--- config.mk ---
export PLATFORM = sky130hd
export DESIGN_NAME = read_pointer_empty_generate_flat
export DESIGN_NICKNAME = d
export VERILOG_FILES = /design/src/rtl/read_pointer_empty_generate_pkg.sv /design/src/rtl/read_pointer_empty_generate_if.sv /design/src/rtl/read_pointer_empty_generate_gray_pointer_synchronizer.sv /design/src/rtl/read_pointer_empty_generate.sv /design/src/flat_wrapper.sv
export SDC_FILE = /design/constraint.sdc
export NUM_CORES = 1
export LEC_CHECK = 0
export CORE_ASPECT_RATIO = 1.2
export CORE_MARGIN = 3
export CORE_UTILIZATION = 49
export CTS_CLUSTER_DIAMETER = 50
export DETAILED_ROUTE_END_ITERATION = 16
export PLACE_DENSITY = 0.77
export RECOVER_POWER = 25
export REMOVE_ABC_BUFFERS = 1
export SLEW_MARGIN = 30
export SYNTH_ARGS = -nofsm -noshare
export SYNTH_HDL_FRONTEND = slang
export SYNTH_SLANG_ARGS = --single-unit
--- constraint.sdc ---
create_clock -name read_clk -period 3.76 [get_ports read_clk]
set_input_delay 0.564 -clock read_clk [delete_from_list [all_inputs] [get_ports read_clk]]
set_output_delay 0.564 -clock read_clk [all_outputs]
set_load 0.005 [all_outputs]
--- src/rtl/read_pointer_empty_generate_pkg.sv ---
// Shared async-FIFO definitions: default geometry and Gray/binary pointer conversions,
// used by both the read-side and write-side pointer stages.
package read_pointer_empty_generate_pkg;

  localparam int ADDRESS_SIZE_DEFAULT  = 4;
  localparam int POINTER_WIDTH_DEFAULT = ADDRESS_SIZE_DEFAULT + 1;

  // Conversions work on a wide word; callers zero-extend and size-cast back,
  // so one function body serves every pointer width.
  typedef logic [31:0] ptr_word_t;

  function automatic ptr_word_t bin_to_gray(input ptr_word_t b);
    return b ^ (b >> 1);
  endfunction

  function automatic ptr_word_t gray_to_bin(input ptr_word_t g);
    ptr_word_t b;
    b     = '0;
    b[31] = g[31];
    for (int i = 30; i >= 0; i--) begin
      b[i] = b[i+1] ^ g[i];
    end
    return b;
  endfunction

endpackage

--- src/rtl/read_pointer_empty_generate_if.sv ---
// Read-side FIFO pointer bundle: pop request and write Gray pointer in, address/flags out.
// read_underflow exists only when READ_UNDERFLOW_FLAG_EN is defined.
interface read_pointer_empty_generate_if #(
  parameter int ADDRESS_SIZE = read_pointer_empty_generate_pkg::ADDRESS_SIZE_DEFAULT
);
  logic                    read_inc;
  logic [ADDRESS_SIZE:0]   write_gray_pointer;
  logic [ADDRESS_SIZE-1:0] read_address;
  logic [ADDRESS_SIZE:0]   read_gray_pointer;
  logic                    read_empty;
  logic                    read_almost_empty;
  logic [ADDRESS_SIZE:0]   read_level;
`ifdef READ_UNDERFLOW_FLAG_EN
  logic                    read_underflow;
`endif

  modport master (
    output read_inc, write_gray_pointer,
`ifdef READ_UNDERFLOW_FLAG_EN
    input  read_underflow,
`endif
    input  read_address, read_gray_pointer, read_empty, read_almost_empty, read_level
  );

  modport slave (
    input  read_inc, write_gray_pointer,
`ifdef READ_UNDERFLOW_FLAG_EN
    output read_underflow,
`endif
    output read_address, read_gray_pointer, read_empty, read_almost_empty, read_level
  );
endinterface

--- src/rtl/read_pointer_empty_generate_gray_pointer_synchronizer.sv ---
// WIDTH x STAGES flop chain for crossing a Gray pointer into another clock domain.
// Only the last stage is visible; reset clears every stage asynchronously.
module gray_pointer_synchronizer #(
  parameter int WIDTH  = 5,
  parameter int STAGES = 2
) (
  input  logic             clk,
  input  logic             rst_n,
  input  logic [WIDTH-1:0] d_i,
  output logic [WIDTH-1:0] q_o
);

  logic [WIDTH-1:0] sync_q [STAGES];

  always_ff @(posedge clk or negedge rst_n) begin
    if (!rst_n) begin
      for (int s = 0; s < STAGES; s++) sync_q[s] <= '0;
    end else begin
      sync_q[0] <= d_i;
      for (int s = 1; s < STAGES; s++) sync_q[s] <= sync_q[s-1];
    end
  end

  assign q_o = sync_q[STAGES-1];

endmodule

--- src/rtl/read_pointer_empty_generate.sv ---
// Read-domain pointer/flag stage of the async FIFO: pop counter, Gray pointer, empty/almost-empty/level.
// Optional sticky read_underflow output under READ_UNDERFLOW_FLAG_EN.
module read_pointer_empty_generate
  import read_pointer_empty_generate_pkg::*;
#(
  parameter int          ADDRESS_SIZE       = ADDRESS_SIZE_DEFAULT,
  parameter int unsigned ALMOST_EMPTY_LEVEL = 2,
  parameter int          SYNC_STAGES        = 2
) (
  input  logic                          read_clk,
  input  logic                          read_reset_n,
  read_pointer_empty_generate_if.slave  rif
);

  localparam int PTR_W = ADDRESS_SIZE + 1;

  logic [PTR_W-1:0] rd_bin_q, rd_bin_d;
  logic [PTR_W-1:0] rd_gray_q, rd_gray_d;
  logic [PTR_W-1:0] level_q, level_d;
  logic [PTR_W-1:0] wr_gray_sync, wr_bin_sync;
  logic             empty_q, empty_d;
  logic             aempty_q, aempty_d;
  logic             pop;

  gray_pointer_synchronizer #(
    .WIDTH  (PTR_W),
    .STAGES (SYNC_STAGES)
  ) u_wr_ptr_sync (
    .clk   (read_clk),
    .rst_n (read_reset_n),
    .d_i   (rif.write_gray_pointer),
    .q_o   (wr_gray_sync)
  );

  // Flags are computed against the post-pop pointer so empty lands on the final pop edge.
  always_comb begin
    pop         = rif.read_inc & ~empty_q;
    rd_bin_d    = rd_bin_q + PTR_W'(pop);
    rd_gray_d   = PTR_W'(bin_to_gray(ptr_word_t'(rd_bin_d)));
    wr_bin_sync = PTR_W'(gray_to_bin(ptr_word_t'(wr_gray_sync)));
    level_d     = wr_bin_sync - rd_bin_d;
    empty_d     = (rd_gray_d == wr_gray_sync);
    aempty_d    = (32'(level_d) <= 32'(ALMOST_EMPTY_LEVEL));
  end

  always_ff @(posedge read_clk or negedge read_reset_n) begin
    if (!read_reset_n) begin
      rd_bin_q  <= '0;
      rd_gray_q <= '0;
      level_q   <= '0;
      empty_q   <= 1'b1;
      aempty_q  <= 1'b1;
    end else begin
      rd_bin_q  <= rd_bin_d;
      rd_gray_q <= rd_gray_d;
      level_q   <= level_d;
      empty_q   <= empty_d;
      aempty_q  <= aempty_d;
    end
  end

  assign rif.read_address      = rd_bin_q[ADDRESS_SIZE-1:0];
  assign rif.read_gray_pointer = rd_gray_q;
  assign rif.read_empty        = empty_q;
  assign rif.read_almost_empty = aempty_q;
  assign rif.read_level        = level_q;

`ifdef READ_UNDERFLOW_FLAG_EN
  logic underflow_q;

  always_ff @(posedge read_clk or negedge read_reset_n) begin
    if (!read_reset_n) underflow_q <= 1'b0;
    else               underflow_q <= underflow_q | (rif.read_inc & empty_q);
  end

  assign rif.read_underflow = underflow_q;
`endif

endmodule

--- src/flat_wrapper.sv ---
// flat-port wrapper written by rule: the top's interface ports become plain ports
module read_pointer_empty_generate_flat import read_pointer_empty_generate_pkg::*;
#(
  parameter int          ADDRESS_SIZE       = ADDRESS_SIZE_DEFAULT,
  parameter int unsigned ALMOST_EMPTY_LEVEL = 2,
  parameter int          SYNC_STAGES        = 2
)
  (read_clk, read_reset_n, rif_read_inc, rif_write_gray_pointer, rif_read_address, rif_read_gray_pointer, rif_read_empty, rif_read_almost_empty, rif_read_level);
  read_pointer_empty_generate_if #(.ADDRESS_SIZE(ADDRESS_SIZE)) rif_i ();
  input  logic read_clk;
  input  logic read_reset_n;
  input wire logic [$bits(rif_i.read_inc)-1:0] rif_read_inc;
  input wire logic [$bits(rif_i.write_gray_pointer)-1:0] rif_write_gray_pointer;
  output wire logic [$bits(rif_i.read_address)-1:0] rif_read_address;
  output wire logic [$bits(rif_i.read_gray_pointer)-1:0] rif_read_gray_pointer;
  output wire logic [$bits(rif_i.read_empty)-1:0] rif_read_empty;
  output wire logic [$bits(rif_i.read_almost_empty)-1:0] rif_read_almost_empty;
  output wire logic [$bits(rif_i.read_level)-1:0] rif_read_level;
  assign rif_i.read_inc = rif_read_inc;
  assign rif_i.write_gray_pointer = rif_write_gray_pointer;
  assign rif_read_address = rif_i.read_address;
  assign rif_read_gray_pointer = rif_i.read_gray_pointer;
  assign rif_read_empty = rif_i.read_empty;
  assign rif_read_almost_empty = rif_i.read_almost_empty;
  assign rif_read_level = rif_i.read_level;
  read_pointer_empty_generate #(.ADDRESS_SIZE(ADDRESS_SIZE), .ALMOST_EMPTY_LEVEL(ALMOST_EMPTY_LEVEL), .SYNC_STAGES(SYNC_STAGES)) u_core (.read_clk(read_clk), .read_reset_n(read_reset_n), .rif(rif_i));
endmodule
==> impl_results.md, run 1 <==
- Outcome: finished, final reports clean
- Dpl cells: 130
- H-Tree Depth: 1
- PortBufs: 23
- Number of global-route vias before repair: 642
- First-pass GRT wire length: 2850 um
- WL final: 1690 um
- Top_reg_cell synth: dfrtp_1
- Yosys reg bits: 26
- Commonest non-fill, non-tap cell in the layout: dfrtp_1
- Initial antenna violation count: 0
- Seq/Total Area, Yosys: 58.1%
- Wire per inst: 12.6 um
- Critical Path Most Common Cell: xnor2_1
- CP Capture Type: register
- Critical Path, Cell by Cell: xor3_2 > xor2_1 > xnor2_1 > ha_1 > inv_1 > fa_1 > a31oi_1 > xnor2_1 > a2111oi_2
- Worst EP arrival: 3.00 ns
- CTS buffer count: 3
- DRT Pass-1 Iters: 3
- Routability Congestion: 0.801
- Clk slew on worst S/H paths: 0.13 ns
- Final hold violation count: 0
- PnR Total Power: 1.30 mW
- Fin util: 66.5%
- DR iter-0 viols: 7
- Post-DP Area: 1370 um^2
- Number of nets in the layout: 120
- Post-route ant nets: 0
- Top Family by Delay on Critical Path: XOR/XNOR gates
- Setup TNS: 0 ns
- Synth-to-Final Area Change: 25.1%
- Crit path largest cell delay: 0.50 ns
- Remaining DRCs: 0
- Root buffer cell: clkbuf_4
- Die width: 49.7 um
- RSZ-0062 raised after global routing: false
- Post-synthesis cell count: 79
- Max Clock Skew: 0.00469 ns
- Setup crit start kind: register
- Core area: 2120 um^2
- Comb power frac: 55.4%
- Final Hold Slack: 0.367 ns
- Flop pwr share: 34.4%
- Clock share of power: 10.2%
- Vias: 632
- Post-Layout Inst Area: 1410 um^2
- Vias per inst: 4.72
- Post-CTS Hold Fix Bufs: 0
- CTS sink cnt: 26
- Unique masters post-synth: 21
- Number of flops mapped to enable cells by yosys: 0
- Final WS setup: 0.976 ns
- CP Buf/Inv Count: 1
- Max-cap violations: 0
- Overflow after GRT: 0
- Slew @ Worst Pin: 1.30 ns
- Post-route minimum period: 2.78 ns
- DP HPWL: 1350 um
- Non-filler cells, final: 134
- Switching fraction of total power: 35.4%
- Crit path kind: register to register
- TritonCTS clock tree: done
- I/O pins: 24
- WP data required: 3.97 ns
- Post-CTS setup buffer count: 0
- Mean post-synth cell area: 14.2 um^2
- Final period util: 74.0%
- CP Max Fanout: 3
- Min-delay worst type: register to register
- Critical path's slowest cell: xor3_2
- Starting Density: 53.1%
- Static leakage: 0.623 nW
- Internal Power: 0.842 mW
- Post-CTS resize count: 0
- Share of layout cells above drive strength 1: 7.69%
- Most frequent cells in the layout: dfrtp_1, clkdlybuf4s50_1, xnor2_1
- Max Transition Viols Final: 0
- Die height: 58.5 um
- YS warnings: 0
- Clock buffer depth: 2
- Area of the die: 2910 um^2
- Relative slew slack: 13.1%
- GRT Overall Usage: 13.1%
- Max Freq: 359 MHz
- Placement Setup Slack: 0.664 ns
- Power Density: 926 nW/um^2
- Rows: 18
- Worst-Skew Late Latency: 0.30 ns
- Diodes inserted: 0
- Synth Cell Area: 1120 um^2
- Async S/R FF share, synth: 100%
- Sw Pwr: 0.462 mW
- # setup viols final: 0
- Maximum vdd drop: 534 uV
- Largest net degree at the start of global routing: 27
layout make-up:
type / count / area, um^2
sequential: 26 / 653
timing repair buffer: 23 / 224
tap: 30 / 37.5
inverter: 6 / 22.5
clock buffer: 4 / 36.3
multi-input combinational: 45 / 434
fill: 162 / 709
registers in the layout, indices dropped and copies added, names as in the netlist:
name	flops
u_core.rd_bin_q	5
u_core.rif.read_level	5
u_core.u_wr_ptr_sync.q_o	5
u_core.u_wr_ptr_sync.sync_q	5
u_core.rif.read_gray_pointer	4
u_core.rif.read_almost_empty	1
u_core.rif.read_empty	1
per-layer routing:
layer / global-route usage, % / vias up / part of all wire [%]
li1: - / 306 / -
met3: 3.29 / 2 / 4.9
met5: 0 / - / 0
met2: 24.8 / 19 / 54
met1: 14.6 / 305 / 41
met4: 3.56 / 0 / 0.71
cell families after synthesis:
family | Yosys count | share of synthesized area, %
compound gates | 7 | 4.89
xor+xnor | 23 | 20.7
fa+ha+maj | 7 | 8.45
buf+inv | 8 | 3.34
flops | 26 | 58.1
simple gates | 8 | 4.56
power groups by stage:
stage                     registers [mW]  logic [mW]  clock network [mW]
after floorplan                    0.457       0.457                   0
final                              0.448       0.722               0.133
after global routing               0.461       0.789               0.154
after detailed placement           0.457       0.735                   0
after global placement             0.450       0.722                   0
after CTS                          0.450       0.738               0.139
synth_stat cells (2+ instances only):
master | n | area (um^2)
ha_1 | 6 | 75.1
a21oi_1 | 2 | 10.0
a21o_1 | 2 | 15.0
nand3_1 | 2 | 10.0
nor2b_1 | 2 | 12.5
dfstp_2 | 2 | 52.6
buf_4 | 2 | 15.0
xnor2_1 | 15 | 131
xor2_1 | 6 | 52.6
dfrtp_1 | 24 | 601
inv_1 | 6 | 22.5
worst paths after layout:
kind / to / cells after the start / slack (ns) / startpoint
min in group asynchronous: u_core.rif.read_gray_pointer[2] / 1 / 0.52 / read_reset_n
max: u_core.rif.read_almost_empty / 9 / 0.98 / u_core.u_wr_ptr_sync.q_o[4]
max reg2reg: u_core.rif.read_almost_empty / 9 / 0.98 / u_core.u_wr_ptr_sync.q_o[4]
min: u_core.u_wr_ptr_sync.q_o[1] / 0 / 0.37 / u_core.u_wr_ptr_sync.sync_q[6]
min reg2reg: u_core.u_wr_ptr_sync.q_o[1] / 0 / 0.37 / u_core.u_wr_ptr_sync.sync_q[6]
max in group asynchronous: u_core.rif.read_level[1] / 1 / 2.49 / read_reset_n
Power figures use the tool's default switching activity.
==> run 2: changes to the inputs <==
Clock period 3.76 ns to 2.7 ns, I/O delays scaled along.
==> run 2 against run 1 <==
Design area up 10%; core utilization up 6.9 points; critical endpoint unchanged; clock-buffer cell count down 1; largest cell class unchanged; critical path depth unchanged; clock skew up 0.0047 ns; critical path type unchanged; sequential power up 40%; highest routed layer unchanged.
==> impl_results.md, run 2 (synthesized netlist as in run 1, its figures left out) <==
- Comb power frac: 56.1% (+0.7 points)
- Overflow after GRT: 0 (unchanged)
- Slew @ Worst Pin: 1.30 ns (-0.00397 ns)
- Final period util: 94.8% (+21 points)
- Clk slew on worst S/H paths: 0.13 ns (about the same)
- Worst reg-to-reg path cell count: 9 (unchanged)
- WP depth: 9 (unchanged)
- Post-Layout Inst Area: 1550 um^2 (+10%)
- Rows: 18 (unchanged)
- Switching fraction of total power: 33.7% (-1.7 points)
- Flop pwr share: 31.2% (-3.2 points)
- Crit path kind: register to register
- Setup TNS: 0 ns (unchanged)
- PortBufs: 23 (unchanged)
- GRT Overall Usage: 14.8% (+1.7 points)
- Vias: 718 (+14%)
- WL final: 1940 um (+15%)
- Area of the die: 2910 um^2 (unchanged)
- Starting Density: 53.1% (unchanged)
- Placement Setup Slack: -0.115 ns (-0.778 ns)
- Core area: 2120 um^2 (unchanged)
- Wire per inst: 12.9 um (+2.5%)
- # setup viols final: 0 (unchanged)
- Max Freq: 391 MHz (+8.8%)
- Number of global-route vias before repair: 745 (+16%)
- CP Max Fanout: 3 (unchanged)
- Worst-Skew Late Latency: 0.31 ns (about the same)
- Critical Path Most Common Cell: xnor2_1
- Relative slew slack: 13.3% (+0.26 points)
- CP Capture Type: register
- RSZ-0062 raised after global routing: false
- Die height: 58.5 um (unchanged)
- Reg2reg start: u_core.u_wr_ptr_sync.q_o[2]
- Hold depth: 0 (unchanged)
- CTS buffer count: 3 (unchanged)
- DR iter-0 viols: 5 (-2)
- Static leakage: 0.709 nW (+14%)
- Maximum vdd drop: 953 uV (+78%)
- H-Tree Depth: 1 (unchanged)
- Post-DP Area: 1450 um^2 (+5.8%)
- Outcome: finished, final reports clean
- I/O pins: 24 (unchanged)
- WP data required: 2.92 ns (-1.05 ns)
- First-pass GRT wire length: 3280 um (+15%)
- Final WS setup: 0.142 ns (-0.834 ns)
- Layout fillers: 161 (-0.62%)
- Remaining DRCs: 0 (unchanged)
- Max Clock Skew: 0.00938 ns (+0.00469 ns)
- Initial antenna violation count: 0 (unchanged)
- Setup crit start kind: register
- Die width: 49.7 um (unchanged)
- Routability Congestion: 0.798 (-0.41%)
- DP HPWL: 1460 um (+8.1%)
- Internal Power: 1.33 mW (+58%)
- Power Density: 1290 nW/um^2 (+40%)
- Largest net degree at the start of global routing: 27 (unchanged)
- Clock share of power: 12.8% (+2.6 points)
- Min-delay worst type: register to register
- Most frequent cells in the layout: dfrtp_1, clkdlybuf4s50_1, xnor2_1, buf_4
- Number of nets in the layout: 136 (+13%)
- CP Launch Point: u_core.u_wr_ptr_sync.q_o[2]
- Critical Path, Cell by Cell: xor3_2 > xor2_2 > xnor2_1 > ha_1 > inv_1 > fa_1 > a31oi_1 > xnor2_1 > a2111oi_2
- CTS sink cnt: 26 (unchanged)
- Synth-to-Final Area Change: 38.2%
- Crit path largest cell delay: 0.49 ns (about the same)
- Fin util: 73.4% (+6.9 points)
- Vias per inst: 4.79 (+1.5%)
- Post-route ant nets: 0 (unchanged)
- Final hold violation count: 0 (unchanged)
- CP Buf/Inv Count: 1 (unchanged)
- TritonCTS clock tree: done
- Diodes inserted: 0 (unchanged)
- Critical path's slowest cell: xor3_2
- DRT Pass-1 Iters: 4 (+1)
- Max Transition Viols Final: 0 (unchanged)
- Top Family by Delay on Critical Path: XOR/XNOR gates
- Commonest non-fill, non-tap cell in the layout: dfrtp_1
- Root buffer cell: clkbuf_4
- Worst EP arrival: 2.78 ns (-0.22 ns)
- Clock buffer depth: 2 (unchanged)
- Max-cap violations: 0 (unchanged)
- Post-route minimum period: 2.56 ns (-0.226 ns)
- Share of layout cells above drive strength 1: 20.0% (+12 points)
- Hold Crit Start: u_core.u_wr_ptr_sync.sync_q[8]
- Sw Pwr: 0.677 mW (+47%)
[run 2: cell count changes in the layout (fill, tap and decap cells not counted), sizes merged]
cell | before | now
bufinv | 0 | 1
clkbuf | 5 | 4
dlygate4sd3 | 0 | 6
buf | 0 | 15
clkdlybuf4s50 | 22 | 17
[run 2: cell type report]
class / count / area, um^2 / area share (%)
clock inverter: 1 / 30.0 / 1.93
timing repair buffer: 39 / 347 / 22.3
inverter: 6 / 22.5 / 1.45
clock buffer: 3 / 22.5 / 1.45
tap: 30 / 37.5 / 2.42
multi-input combinational: 45 / 442 / 28.4
sequential: 26 / 653 / 42.0
[run 2: final timing paths]
kind / endpoint / slack (ns)
min in group asynchronous: u_core.rd_bin_q[1] / 0.89
min: u_core.u_wr_ptr_sync.q_o[3] / 0.36
max in group asynchronous: u_core.rd_bin_q[2] / 1.04
max: u_core.rif.read_almost_empty / 0.14
min reg2reg: u_core.u_wr_ptr_sync.q_o[3] / 0.36
max reg2reg: u_core.rif.read_almost_empty / 0.14
[run 2: stage by stage]
stage,total power [mW],hold slack (ns),instances
after floorplan,1.27,0.109,77
after global placement,1.73,0.333,140
after detailed placement,1.75,0.336,140
after CTS,2.02,0.366,144
after global routing,2.18,0.371,150
final,2.01,0.362,150
[run 2: layer usage]
metal,track usage (%),wire length (um),vias to the layer above
met5,0,0,-
met4,7.11,37,0
met3,2.53,89,4
met2,26.5,1060,20
met1,17.3,752,358
li1,-,-,336
[run 2: timing repair]
item                       CTS  global route
hold buffers                 0             0
buffers inserted             0             6
gates resized for setup      1             0
setup endpoints to repair    1             1
pin swaps                    0             2
[run 2: power by group through the flow]
| stage | clock network [mW] | logic, mW | registers, mW |
|---|---|---|---|
| 3_3_place_gp | 0 | 1.10 | 0.628 |
| 5_1_grt | 0.286 | 1.25 | 0.645 |
| 6_report | 0.256 | 1.13 | 0.626 |
| 4_1_cts | 0.266 | 1.12 | 0.628 |
| 2_1_floorplan | 0 | 0.636 | 0.636 |
| 3_5_place_dp | 0 | 1.11 | 0.638 |
==> run 3: changes to the inputs <==
--- a/config.mk
+++ b/config.mk
@@ -9,9 +9,9 @@
 export CORE_MARGIN = 3
-export CORE_UTILIZATION = 49
+export CORE_UTILIZATION = 45
 export CTS_CLUSTER_DIAMETER = 50
 export DETAILED_ROUTE_END_ITERATION = 16
-export PLACE_DENSITY = 0.77
+export PLACE_DENSITY = 0.72
 export RECOVER_POWER = 25
 export REMOVE_ABC_BUFFERS = 1
-export SLEW_MARGIN = 30
+export SLEW_MARGIN = 20
 export SYNTH_ARGS = -nofsm -noshare
--- a/constraint.sdc
+++ b/constraint.sdc
@@ -3,2 +3,2 @@
 set_output_delay 0.405 -clock read_clk [all_outputs]
-set_load 0.005 [all_outputs]
+set_load 0.05 [all_outputs]
==> run 3 against run 2 <==
First-iteration DRC count fell by 20%; core utilization fell by 7.2 points; wire length fell by 3.1%; die area rose by 7.9%; register-to-register slack improved by 0.04 ns; sequential share of layout area rose by 0.34 points; design area fell by 0.81%; clock skew fell by 0.0072 ns; clock-buffer cell count did not move; non-clock buffer count fell by 3; critical path depth did not move; via count fell by 3.8%; critical path type unchanged.
==> impl_results.md, run 3 (synthesized netlist as in run 1, its figures left out) <==
- Setup crit end: u_core.rif.read_almost_empty
- Share of layout cells above drive strength 1: 21.6% (+1.6 points)
- TritonCTS clock tree: done
- Dpl cells: 142 (+1.4%)
- Setup TNS: 0 ns (unchanged)
- Number of global-route vias before repair: 687 (-7.8%)
- Max Transition Viols Final: 0 (unchanged)
- Max Freq: 397 MHz (+1.6%)
- Worst EP arrival: 2.73 ns (-0.05 ns)
- RSZ-0062 raised after global routing: false
- Synth-to-Final Area Change: 37.0%
- Starting Density: 48.3% (-4.9 points)
- Crit path kind: register to register
- Reg2reg start: u_core.u_wr_ptr_sync.q_o[2]
- Worst reg2reg endpoint: u_core.rif.read_almost_empty
- Core area: 2330 um^2 (+10%)
- Max-cap violations: 0 (unchanged)
- PortBufs: 23 (unchanged)
- CP Capture Type: register
- Worst-Skew Late Latency: 0.30 ns (about the same)
- Setup crit start kind: register
- Vias: 691 (-3.8%)
- Crit path largest cell delay: 0.47 ns (-0.02 ns)
- Non-filler cells, final: 147 (-2.0%)
- Relative slew slack: 11.7% (-1.7 points)
- Clk slew on worst S/H paths: 0.12 ns (about the same)
- Vias per inst: 4.70 (-1.8%)
- Die width: 51.6 um (+3.8%)
- CP Max Fanout: 3 (unchanged)
- # setup viols final: 0 (unchanged)
- Most frequent cells in the layout: dfrtp_1, clkdlybuf4s50_1, xnor2_1
- First-pass GRT wire length: 3130 um (-4.4%)
- WL final: 1880 um (-3.1%)
- WP data required: 2.91 ns (about the same)
- Rows: 19 (+1)
- Min-delay worst type: register to register
- Routability Congestion: 0.765 (-4.1%)
- CTS buffer count: 3 (unchanged)
- Diodes inserted: 0 (unchanged)
- Die height: 60.8 um (+3.9%)
- Critical path's slowest cell: xor3_2
- GRT Overall Usage: 13.9% (-0.91 points)
- R2r setup slk: 0.18 ns (+0.04 ns)
- Initial antenna violation count: 0 (unchanged)
- DR iter-0 viols: 4 (-1)
- Post-route minimum period: 2.52 ns (-0.0408 ns)
- Max Clock Skew: 0.00215 ns (-0.00723 ns)
- Final period util: 93.2% (-1.5 points)
- DP HPWL: 1410 um (-3.4%)
- Outcome: finished, final reports clean
- Critical Path, Cell by Cell: xor3_2 > xor2_4 > xnor2_2 > ha_1 > inv_1 > fa_1 > buf_4 > xor2_1 > a2111oi_2
- Largest net degree at the start of global routing: 27 (unchanged)
- Remaining DRCs: 0 (unchanged)
- Overflow after GRT: 0 (unchanged)
- Commonest non-fill, non-tap cell in the layout: dfrtp_1
- I/O pins: 24 (unchanged)
- Post-route ant nets: 0 (unchanged)
- Area of the die: 3140 um^2 (+7.9%)
- Final hold violation count: 0 (unchanged)
- CTS sink cnt: 26 (unchanged)
- Number of nets in the layout: 133 (-2.2%)
- Root buffer cell: clkbuf_4
- Clock buffer depth: 2 (unchanged)
- DRT Pass-1 Iters: 2 (-2)
- H-Tree Depth: 1 (unchanged)
- Fin util: 66.2% (-7.2 points)
- Wire per inst: 12.8 um (-1.1%)
- Slew @ Worst Pin: 1.32 ns (+0.0249 ns)
- Worst reg-to-reg path cell count: 9 (unchanged)
- CP Launch Point: u_core.u_wr_ptr_sync.q_o[2]
-- run 3: cell count changes in the layout (fill, tap and decap cells not counted) --
cell,previous run,this run
buf_4,15,12
xor2_4,0,1
ha_2,0,1
xnor2_2,0,2
xnor2_1,15,13
ha_1,6,5
nor2b_2,0,1
xor2_1,5,4
nor2b_1,2,1
bufinv_16,1,0
-- run 3: timing repair --
item | CTS | global route
hold buffers | 0 | 0
gates resized for setup | 1 | 6
pin swaps | 0 | 4
buffers inserted | 0 | 2
cloned | 0 | 0
setup endpoints to repair | 1 | 1
-- run 3: worst min path at each step --
stage,end,cells past startpoint,start
after floorplan,u_core.rd_bin_q[0],0,read_reset_n
after global placement,u_core.u_wr_ptr_sync.q_o[3],0,u_core.u_wr_ptr_sync.sync_q[8]
after detailed placement,u_core.u_wr_ptr_sync.q_o[4],0,u_core.u_wr_ptr_sync.sync_q[9]
after CTS,u_core.u_wr_ptr_sync.q_o[4],0,u_core.u_wr_ptr_sync.sync_q[9]
after global routing,u_core.u_wr_ptr_sync.q_o[1],0,u_core.u_wr_ptr_sync.sync_q[6]
final,u_core.u_wr_ptr_sync.q_o[4],0,u_core.u_wr_ptr_sync.sync_q[9]
-- run 3: worst max-delay path: cells and delay by family, from the launching register on --
family,cells,cell delay (ns)
xor+xnor,4,0.97
compound gates,1,0.29
flops,1,0.40
fa+ha+maj,2,0.55
buf+inv,2,0.22
-- run 3: per-stage QoR --
stage	worst slack, ns	hold WS, ns	cell area (um^2)
CTS	0.0167	0.367	1490
finish	0.182	0.363	1540
detailed placement	-0.186	0.337	1460
floorplan	0.0949	0.109	1110
global placement	-0.0811	0.333	1460
global route	0.0384	0.379	1540
-- run 3: cell type report --
type                       count  area (um^2)
sequential                    26          653
tap                           31         38.8
multi-input combinational     45          480
inverter                       6         22.5
timing repair buffer          36          324
fill                         201          788
clock buffer                   3         22.5
-- run 3: per-layer routing --
metal / global-route usage [%] / share of wire (%) / up-vias
li1: - / - / 332
met3: 2.95 / 4.3 / 4
met2: 23.6 / 54 / 20
met5: 0 / 0 / -
met1: 16.5 / 40 / 335
met4: 7.87 / 1.5 / 0
Power of run 3 is left out: the tool's default activity adds up to more than one toggle a clock period on the data nets, which glitch-free logic cannot reach.
